==> config.mk <==
export PLATFORM = sky130hd
export DESIGN_NAME = mdu_iterative_flat
export DESIGN_NICKNAME = d
export VERILOG_FILES = /design/src/rtl/mdu_if.sv /design/src/rtl/mdu_iterative.sv /design/src/flat_wrapper.sv
export SDC_FILE = /design/constraint.sdc
export NUM_CORES = 1
export LEC_CHECK = 0
export CAP_MARGIN = 20
export CORE_AREA = 2 2 196 198
export DETAILED_ROUTE_END_ITERATION = 10
export DIE_AREA = 0 0 198 200
export PLACE_DENSITY = 0.67
export SETUP_SLACK_MARGIN = 0.4
export SYNTH_ARGS = -nofsm -noshare
export SYNTH_HDL_FRONTEND = slang
export SYNTH_SLANG_ARGS = --single-unit
==> constraint.sdc <==
create_clock -name clk -period 9.65 [get_ports clk]
set_input_delay 1.93 -clock clk [delete_from_list [all_inputs] [get_ports clk]]
set_output_delay 1.93 -clock clk [all_outputs]
set_load 0.1 [all_outputs]
==> src/rtl/mdu_if.sv <==
// mdu_if: request/response bundle between the execute stage and the
// multiply/divide unit, including the mthi/mtlo write port and HI/LO readback.
interface mdu_if #(
  parameter int WIDTH = 32
);
  logic             op_valid;
  logic             op_ready;
  logic [5:0]       op_code;
  logic [WIDTH-1:0] a;
  logic [WIDTH-1:0] b;
  logic             mthi_en;
  logic             mtlo_en;
  logic [WIDTH-1:0] wdata;
  logic             busy;
  logic             done;
  logic [WIDTH-1:0] hi;
  logic [WIDTH-1:0] lo;

  modport master (
    output op_valid, op_code, a, b, mthi_en, mtlo_en, wdata,
    input  op_ready, busy, done, hi, lo
  );

  modport slave (
    input  op_valid, op_code, a, b, mthi_en, mtlo_en, wdata,
    output op_ready, busy, done, hi, lo
  );
endinterface

==> src/rtl/mdu_iterative.sv <==
// mdu_iterative: one-bit-per-cycle multiply/divide unit owning HI/LO.
// Signed and unsigned mult/div work on magnitudes; a single FIX cycle
// applies sign correction and writes HI/LO while pulsing done.
// Optional build macro MDU_FAST_MULT_EN: mult/multu skip the iterative
// phase and produce their product in the cycle after acceptance.
module mdu_iterative #(
  parameter int WIDTH = 32
) (
  input  logic  clk,
  input  logic  reset,
  mdu_if.slave  bus
);
  localparam int CW = (WIDTH > 1) ? $clog2(WIDTH) : 1;
  localparam logic [5:0] OP_MULT  = 6'd15;
  localparam logic [5:0] OP_MULTU = 6'd16;
  localparam logic [5:0] OP_DIV   = 6'd17;
  localparam logic [5:0] OP_DIVU  = 6'd18;

  typedef enum logic [1:0] {
    S_IDLE = 2'd0,
    S_CALC = 2'd1,
    S_FIX  = 2'd2
  } state_e;

  state_e             state_q, state_d;
  logic [CW-1:0]      cnt_q, cnt_d;
  logic [2*WIDTH-1:0] acc_q, acc_d;      // mult: {partial hi, multiplier}; div: {remainder, quotient}
  logic [WIDTH-1:0]   opnd_q, opnd_d;    // multiplicand or divisor magnitude
  logic [WIDTH-1:0]   araw_q, araw_d;    // dividend as presented, for divide-by-zero
  logic               is_div_q, is_div_d;
  logic               neg_res_q, neg_res_d;
  logic               neg_rem_q, neg_rem_d;
  logic [WIDTH-1:0]   hi_q, hi_d;
  logic [WIDTH-1:0]   lo_q, lo_d;
  logic               busy_q, busy_d;
  logic               done_q, done_d;

  logic               legal_s, is_signed_s, is_div_s;
  logic [WIDTH-1:0]   mag_a_s, mag_b_s;
  logic [WIDTH:0]     mul_sum_s, div_shift_s, div_diff_s;
  logic [2*WIDTH-1:0] prod_s, prod_fix_s;

  assign legal_s     = (bus.op_code == OP_MULT) || (bus.op_code == OP_MULTU) ||
                       (bus.op_code == OP_DIV)  || (bus.op_code == OP_DIVU);
  assign is_signed_s = (bus.op_code == OP_MULT) || (bus.op_code == OP_DIV);
  assign is_div_s    = (bus.op_code == OP_DIV)  || (bus.op_code == OP_DIVU);
  assign mag_a_s     = (is_signed_s && bus.a[WIDTH-1]) ? -bus.a : bus.a;
  assign mag_b_s     = (is_signed_s && bus.b[WIDTH-1]) ? -bus.b : bus.b;

  // Shift-add step: conditionally add multiplicand into the upper half, then shift right.
  assign mul_sum_s   = {1'b0, acc_q[2*WIDTH-1:WIDTH]} +
                       (acc_q[0] ? {1'b0, opnd_q} : {(WIDTH+1){1'b0}});
  // Restoring step: bring in next dividend bit and trial-subtract the divisor.
  assign div_shift_s = {acc_q[2*WIDTH-1:WIDTH], acc_q[WIDTH-1]};
  assign div_diff_s  = div_shift_s - {1'b0, opnd_q};

`ifdef MDU_FAST_MULT_EN
  assign prod_s = is_div_q ? acc_q :
                  ({{WIDTH{1'b0}}, opnd_q} * {{WIDTH{1'b0}}, acc_q[WIDTH-1:0]});
`else
  assign prod_s = acc_q;
`endif
  assign prod_fix_s = neg_res_q ? -prod_s : prod_s;

  // Next-state, datapath iteration and HI/LO update.
  always_comb begin
    state_d   = state_q;
    cnt_d     = cnt_q;
    acc_d     = acc_q;
    opnd_d    = opnd_q;
    araw_d    = araw_q;
    is_div_d  = is_div_q;
    neg_res_d = neg_res_q;
    neg_rem_d = neg_rem_q;
    hi_d      = hi_q;
    lo_d      = lo_q;
    done_d    = 1'b0;
    case (state_q)
      S_IDLE: begin
        if (bus.mthi_en) hi_d = bus.wdata;
        else             hi_d = hi_q;
        if (bus.mtlo_en) lo_d = bus.wdata;
        else             lo_d = lo_q;
        if (bus.op_valid && legal_s) begin
          opnd_d    = is_div_s ? mag_b_s : mag_a_s;
          acc_d     = {{WIDTH{1'b0}}, (is_div_s ? mag_a_s : mag_b_s)};
          araw_d    = bus.a;
          is_div_d  = is_div_s;
          neg_res_d = is_signed_s && (bus.a[WIDTH-1] ^ bus.b[WIDTH-1]);
          neg_rem_d = is_signed_s && bus.a[WIDTH-1];
          cnt_d     = {CW{1'b0}};
          state_d   = S_CALC;
`ifdef MDU_FAST_MULT_EN
          if (!is_div_s) state_d = S_FIX;
          else           state_d = S_CALC;
`endif
        end else begin
          state_d = S_IDLE;
        end
      end
      S_CALC: begin
        if (is_div_q) begin
          if (!div_diff_s[WIDTH]) acc_d = {div_diff_s[WIDTH-1:0], acc_q[WIDTH-2:0], 1'b1};
          else                    acc_d = {div_shift_s[WIDTH-1:0], acc_q[WIDTH-2:0], 1'b0};
        end else begin
          acc_d = {mul_sum_s, acc_q[WIDTH-1:1]};
        end
        cnt_d = cnt_q + CW'(1);
        if (cnt_q == CW'(WIDTH - 1)) state_d = S_FIX;
        else                         state_d = S_CALC;
      end
      S_FIX: begin
        if (!is_div_q) begin
          hi_d = prod_fix_s[2*WIDTH-1:WIDTH];
          lo_d = prod_fix_s[WIDTH-1:0];
        end else if (opnd_q == {WIDTH{1'b0}}) begin
          hi_d = araw_q;
          lo_d = {WIDTH{1'b1}};
        end else begin
          lo_d = neg_res_q ? -acc_q[WIDTH-1:0] : acc_q[WIDTH-1:0];
          hi_d = neg_rem_q ? -acc_q[2*WIDTH-1:WIDTH] : acc_q[2*WIDTH-1:WIDTH];
        end
        done_d  = 1'b1;
        state_d = S_IDLE;
      end
      default: begin
        state_d = S_IDLE;
      end
    endcase
    busy_d = (state_d != S_IDLE);
  end

  // State and datapath registers; reset abandons any operation in flight.
  always_ff @(posedge clk or posedge reset) begin
    if (reset) begin
      state_q   <= S_IDLE;
      cnt_q     <= {CW{1'b0}};
      acc_q     <= {(2*WIDTH){1'b0}};
      opnd_q    <= {WIDTH{1'b0}};
      araw_q    <= {WIDTH{1'b0}};
      is_div_q  <= 1'b0;
      neg_res_q <= 1'b0;
      neg_rem_q <= 1'b0;
      hi_q      <= {WIDTH{1'b0}};
      lo_q      <= {WIDTH{1'b0}};
      busy_q    <= 1'b0;
      done_q    <= 1'b0;
    end else begin
      state_q   <= state_d;
      cnt_q     <= cnt_d;
      acc_q     <= acc_d;
      opnd_q    <= opnd_d;
      araw_q    <= araw_d;
      is_div_q  <= is_div_d;
      neg_res_q <= neg_res_d;
      neg_rem_q <= neg_rem_d;
      hi_q      <= hi_d;
      lo_q      <= lo_d;
      busy_q    <= busy_d;
      done_q    <= done_d;
    end
  end

  assign bus.op_ready = ~busy_q;
  assign bus.busy     = busy_q;
  assign bus.done     = done_q;
  assign bus.hi       = hi_q;
  assign bus.lo       = lo_q;
endmodule

==> src/flat_wrapper.sv <==
// flat-port wrapper written by rule: the top's interface ports become plain ports
module mdu_iterative_flat 
#(
  parameter int WIDTH = 32
)
  (clk, reset, bus_op_valid, bus_op_code, bus_a, bus_b, bus_mthi_en, bus_mtlo_en, bus_wdata, bus_op_ready, bus_busy, bus_done, bus_hi, bus_lo);
  mdu_if #(.WIDTH(WIDTH)) bus_i ();
  input  logic clk;
  input  logic reset;
  input wire logic [$bits(bus_i.op_valid)-1:0] bus_op_valid;
  input wire logic [$bits(bus_i.op_code)-1:0] bus_op_code;
  input wire logic [$bits(bus_i.a)-1:0] bus_a;
  input wire logic [$bits(bus_i.b)-1:0] bus_b;
  input wire logic [$bits(bus_i.mthi_en)-1:0] bus_mthi_en;
  input wire logic [$bits(bus_i.mtlo_en)-1:0] bus_mtlo_en;
  input wire logic [$bits(bus_i.wdata)-1:0] bus_wdata;
  output wire logic [$bits(bus_i.op_ready)-1:0] bus_op_ready;
  output wire logic [$bits(bus_i.busy)-1:0] bus_busy;
  output wire logic [$bits(bus_i.done)-1:0] bus_done;
  output wire logic [$bits(bus_i.hi)-1:0] bus_hi;
  output wire logic [$bits(bus_i.lo)-1:0] bus_lo;
  assign bus_i.op_valid = bus_op_valid;
  assign bus_i.op_code = bus_op_code;
  assign bus_i.a = bus_a;
  assign bus_i.b = bus_b;
  assign bus_i.mthi_en = bus_mthi_en;
  assign bus_i.mtlo_en = bus_mtlo_en;
  assign bus_i.wdata = bus_wdata;
  assign bus_op_ready = bus_i.op_ready;
  assign bus_busy = bus_i.busy;
  assign bus_done = bus_i.done;
  assign bus_hi = bus_i.hi;
  assign bus_lo = bus_i.lo;
  mdu_iterative #(.WIDTH(WIDTH)) u_core (.clk(clk), .reset(reset), .bus(bus_i));
endmodule
* Word level (Yosys, flattened, before mapping)
Index checks and enable logic that the tools add are counted.
** Operators by class
- Bitwise logic cells :: 2
- Equal/unequal tests :: 10
- Add/subtract/negate cells :: 8
- Shift-type cells :: 0
- Reduce and logical (&&, ||, !) cells :: 18
- Multiply operators :: 0
- $lt $le $gt $ge :: 0
- Divide/modulo/power cells :: 0
- Mux-type cells :: 26
** Operator list (number)
- $mux W32 :: 13
- $mux W64 :: 4
- $neg A32 Y32 :: 4
- $pmux W32 S2 :: 2
- $pmux W64 S2 :: 1
- $neg A64 Y64 :: 1
- $add A32 B33 Y33 :: 1
- $sub A33 B32 Y33 :: 1
- $logic_not A32 Y1 :: 1
- $eq A6 B5 Y1 const B :: 3
- $pmux W5 S2 :: 1
- $reduce_and A2 Y1 :: 4
- $eq A6 B4 Y1 const B :: 1
- $reduce_bool A2 Y1 :: 3
- $add A5 B1 Y5 const B :: 1
- $eq A5 B5 Y1 const B :: 1
- $logic_or A1 B1 Y1 :: 5
- $mux W5 :: 1
- $logic_and A1 B1 Y1 :: 4
- $ne A2 B2 Y1 const B :: 2
- $pmux W2 S2 :: 1
- $eq A2 B1 Y1 const B :: 1
- $eq A2 B2 Y1 const B :: 1
- $logic_not A2 Y1 :: 1
- other kinds (5) :: 6
** Storage, ports and cells
- Memory bits (writable) :: 0
- Register bits after elaboration :: 204
- Bits in read-only memories :: 0
- Bits in latches :: 0
- Logic and storage cells :: 76
- Output and inout bits :: 67
- Memories :: 0
- Input bits :: 107

* Longest topological paths before layout
- Word-level depth :: 8
- Mapped depth :: 15
- Gate-level depth less buffers :: 14

* Worst setup path before layout
OpenSTA, ideal clock, no wires.
- Path kind :: input-to-reg
- Start point :: input bus_a[4]
- End point :: register u_core.acc_q[24]
- Stages on the path :: 10
- Arrival time :: 4.214 ns
- Buffers on the path :: 1
- Setup slack :: 5.299 ns
- Data required time :: 9.513 ns
- Setup time :: 0.137 ns
- Cells stage by stage :: or4_1 nor4b_1 and3b_1 clkbuf_1 a41oi_1 xor2_1 nand2_1 a21oi_1 a211oi_1 a21oi_1
** Between the ends
- Cells in the longest elaborated chain, start to end :: 5
** RTL lines
- start: declaration :: line flat_wrapper.sv:12 : input wire logic [$bits(bus_i.a)-1:0] bus_a;
- $neg A32 Y32 :: line mdu_iterative.sv:47 : assign mag_a_s = (is_signed_s && bus.a[WIDTH-1]) ? -bus.a : bus.a;
- $mux W32 :: line mdu_iterative.sv:47
- $mux W32 :: line mdu_iterative.sv:86 : acc_d = {{WIDTH{1'b0}}, (is_div_s ? mag_a_s : mag_b_s)};
- $mux W64 :: line mdu_iterative.sv:84 : if (bus.op_valid && legal_s) begin
- $pmux W64 S2 :: line mdu_iterative.sv:78 : case (state_q)
- end signal: assignment :: line mdu_iterative.sv:138 : acc_q <= {(2*WIDTH){1'b0}};
- end: declaration :: line mdu_iterative.sv:27 : logic [2*WIDTH-1:0] acc_q, acc_d;
Every way passes these cells. The select of a mux whose other input is x is not followed.
A chain may end at the register's enable or synchronous reset.

* Worst setup path in the final report
- Start point :: register u_core.acc_q[0]
- End point :: register u_core.hi_q[14], in the netlist u_core.bus.hi[14]
** Between the ends
- Cells in the longest elaborated chain, start to end :: 4
** RTL lines
- $neg A64 Y64 :: line mdu_iterative.sv:63 : assign prod_fix_s = neg_res_q ? -prod_s : prod_s;
- $mux W64 :: line mdu_iterative.sv:63
- $mux W32 :: line mdu_iterative.sv:113 : if (!is_div_q) begin
- $pmux W32 S2 :: line mdu_iterative.sv:78
- end signal: assignment :: line mdu_iterative.sv:144 : hi_q <= {WIDTH{1'b0}};
- end signal: assignment :: line mdu_iterative.sv:157 : hi_q <= hi_d;
- end: declaration :: line mdu_iterative.sv:33 : logic [WIDTH-1:0] hi_q, hi_d;
Every way passes these cells.

==> impl_metrics.tcl <==
set metrics [dict create \
    antenna_found_initial 2 \
    finalInstanceArea_sq_mm 0.0197 \
    synthFlopType "dfrtp_1" \
    die_y_microns 200 \
    routabilityCongestion 0.975 \
    min_period_over_period_pct 52.8 \
    numPlacedInstances 2708 \
    syn_inst 2139 \
    power.density_mw_per_mm2 359 \
    core_area_sq_mm 0.0374 \
    post_drt_wl_per_cell_microns 22.5 \
    dp_hpwl_mm 47.5 \
    final-setup-viol-count 0 \
    synth_cell_types 69 \
    hold_class "flop to flop" \
    io_pins 174 \
    grt_pass1_vias 15800 \
    clock_sinks 204 \
    internal_power_mw 3.27 \
    grt_pass1_wl_mm 95.3 \
    die_area_sq_mm 0.0396 \
    htreeDepth 1 \
    synth.avg_cell_area_sq_um 7.81 \
    num_vias 17000 \
    hold_buffers 0 \
    drv_slew 0 \
    rsz0062_at_grt "no" \
    status "finished clean" \
    drt_iter0_markers 1731 \
    fin_skew_ns 0.0179 \
    cts-root-buf "clkbuf_16" \
    die_x_microns 198 \
    start_util_pct 44.6 \
    p_comb_share_pct 60.7 \
    postPlaceCellArea_sq_mm 0.0188 \
    cp-start-kind "flop" \
    seqPwrFrac_pct 25.3 \
    synth_edf_count 0 \
    grt_max_degree 136 \
    cts_buffer_depth 3 \
    slew_headroom_pct 32.0 \
    syn_area_sq_mm 0.0167 \
    hold_viol 0 \
    sw_frac_of_total_pct 53.6 \
    row_count 71 \
    cap_violations 0 \
    worstPathRequired_ns 10.04 \
    critical_path_class "flop to flop" \
    max_freq_mhz 196 \
    min_path_cells 2 \
    drive_above_1_share_pct 4.55 \
    clkLatencyLatePin_ns 0.54 \
    ff2ff_path_depth 11 \
    cts_setup_buffers 0 \
    grt_remaining_overflow 0 \
    track_usage_pct 31.2 \
    fillers 3567 \
    synth_nets 2318 \
    worstPathMaxFanout 31 \
    fin_tns_setup_ns 0 \
    cts_tree "done" \
    totalWireLength_mm 61.9 \
    layoutNonFillerInstCount 2755 \
    synth_warnings 0 \
    ir_worst_vdd_v 0.000202 \
    io_buffers 173 \
    power_frac_clock_pct 14.0 \
    nNetsFinal 2403 \
    cts_buffers 25 \
    end_kind "flop" \
    synth-seq-cells 204 \
    tightest_slew_ns 1.02 \
    critPathArrivalTime_ns 5.49 \
    hold_ws_ns 0.475 \
    remaining_drc_errors 0 \
    viasPerCell 6.18 \
    power.switching_mw 3.78 \
    dr.pass1.iters 6 \
    clkSlewWorstSetupHoldPaths_ns 0.06 \
    synthArstFlopShare_pct 100 \
    antenna_left 0 \
    period_minus_slack_ns 5.10 \
    syn2layout_area_growth_pct 17.7 \
    ys_seq_area_share_pct 30.6 \
    leakage_nw 8.00 \
    cts_resized 0 \
]
-- layer usage --
metal / share of wire, % / wire length [microns] / global-route usage [%] / up-vias
met2: 45 / 27900 / 50.0 / 763
met3: 8.6 / 5350 / 4.82 / 99
met1: 43 / 26800 / 43.9 / 8290
met4: 2.9 / 1770 / 8.69 / 2
li1: - / - / - / 7874
met5: 0.021 / 13 / 0 / -
-- worst max-delay path, cell delays in order, from the launching register on --
cell	delay, ns
dfrtp_1	0.59
inv_1	0.84
ha_1	0.30
or3b_2	0.53
nor4_1	0.43
nand4_1	0.42
or2_2	0.42
nand2b_1	0.43
o21ai_0	0.34
xnor2_1	0.09
a222oi_1	0.42
o21ai_0	0.14
-- power by group through the flow --
stage / Combinational (mW) / Clock [mW] / Sequential [mW]
final: 4.28 / 0.990 / 1.78
after global routing: 4.61 / 1.03 / 1.81
after global placement: 4.18 / 0 / 1.76
after floorplan: 2.36 / 0 / 2.41
after detailed placement: 4.23 / 0 / 1.77
after CTS: 4.25 / 0.998 / 1.76
-- cell type report --
| class | count | area (sq um) | area share, % |
|---|---|---|---|
| antenna | 1 | 2.50 | 0.0127 |
| multi-input combinational | 1728 | 10900 | 55.3 |
| clock buffer | 33 | 686 | 3.49 |
| timing repair buffer | 200 | 1940 | 9.85 |
| inverter | 65 | 251 | 1.28 |
| tap | 511 | 639 | 3.25 |
| sequential | 204 | 5110 | 26.0 |
| clock inverter | 13 | 166 | 0.847 |
-- worst paths after layout --
path / startpoint / slack (ns) / to
max reg2reg: u_core.acc_q[0] / 4.55 / u_core.bus.hi[14]
max: u_core.acc_q[0] / 4.55 / u_core.bus.hi[14]
min reg2reg: u_core.bus.lo[0] / 0.47 / u_core.bus.lo[0]
min: u_core.bus.lo[0] / 0.47 / u_core.bus.lo[0]
min in group asynchronous: reset / 1.97 / u_core.bus.lo[9]
max in group asynchronous: reset / 6.11 / u_core.acc_q[52]
-- synthesized netlist by cell type, types with 12 or more instances --
master | instances | area [sq um]
ha_1 | 70 | 876
nand2_1 | 294 | 1100
nand4_1 | 14 | 87.6
xor2_1 | 79 | 692
nor3_1 | 27 | 135
a211oi_1 | 65 | 488
nand2b_1 | 22 | 138
and3_1 | 19 | 119
nor2_1 | 164 | 616
nor2b_1 | 12 | 75.1
mux2i_1 | 65 | 651
a31oi_1 | 21 | 131
xnor2_1 | 118 | 1030
or3_1 | 21 | 131
o22ai_1 | 43 | 269
nand3_1 | 27 | 135
a22oi_1 | 28 | 210
clkbuf_1 | 128 | 480
o21ai_0 | 227 | 1140
dfrtp_1 | 204 | 5100
o31ai_1 | 24 | 180
nor4_1 | 23 | 144
a21oi_1 | 173 | 866
a21o_1 | 20 | 150
o41ai_1 | 15 | 131
o21a_1 | 17 | 128
inv_1 | 64 | 240
-- cells in the final DEF (no fill, tap or decap), types with 25 or more instances in the layout --
| cell | Yosys | final |
|---|---|---|
| nor3_1 | 27 | 26 |
| o22ai_1 | 43 | 43 |
| nor2_1 | 164 | 162 |
| a22oi_1 | 28 | 28 |
| clkbuf_16 | 0 | 25 |
| inv_1 | 64 | 63 |
| mux2i_1 | 65 | 65 |
| xor2_1 | 79 | 79 |
| o21ai_0 | 227 | 227 |
| buf_4 | 0 | 26 |
| a21oi_1 | 173 | 173 |
| a211oi_1 | 65 | 65 |
| ha_1 | 70 | 70 |
| dfrtp_1 | 204 | 203 |
| nand2_1 | 294 | 294 |
| xnor2_1 | 118 | 117 |
| nand3_1 | 27 | 27 |
| clkdlybuf4s50_1 | 0 | 173 |
-- per-stage QoR --
step / util (%) / total power, mW / worst slack, ns
3_3_place_gp: 50.2 / 5.94 / 4.07
2_1_floorplan: - / 4.77 / 2.15
3_5_place_dp: 50.3 / 6.00 / 4.34
6_report: 52.6 / 7.05 / 4.55
5_1_grt: 52.5 / 7.45 / 4.27
4_1_cts: 52.5 / 7.00 / 4.64
-- registers in the layout (all words and copies together) (netlist names) --
name,flops
u_core.state_q,2
u_core.araw_q,32
u_core.opnd_q,32
u_core.bus.hi,32
u_core.acc_q,64
u_core.bus.done,1
u_core.neg_rem_q,1
u_core.bus.lo,32
u_core.is_div_q,1
u_core.cnt_q,5
u_core.neg_res_q,1
u_core.bus.busy,1
-- kinds of logic (layout without fill, tap and decap cells) --
| group | Yosys count | count (layout) | share of synthesized area (%) |
|---|---|---|---|
| simple gates | 681 | 681 | 18.8 |
| mux | 67 | 67 | 4.03 |
| flops | 204 | 204 | 30.6 |
| fa+ha+maj | 72 | 72 | 5.48 |
| xor+xnor | 197 | 197 | 10.3 |
| buf+inv | 207 | 311 | 4.72 |
| compound gates | 711 | 711 | 26.1 |
| other cells | 0 | 1 | 0 |
Power figures use the tool's default switching activity.
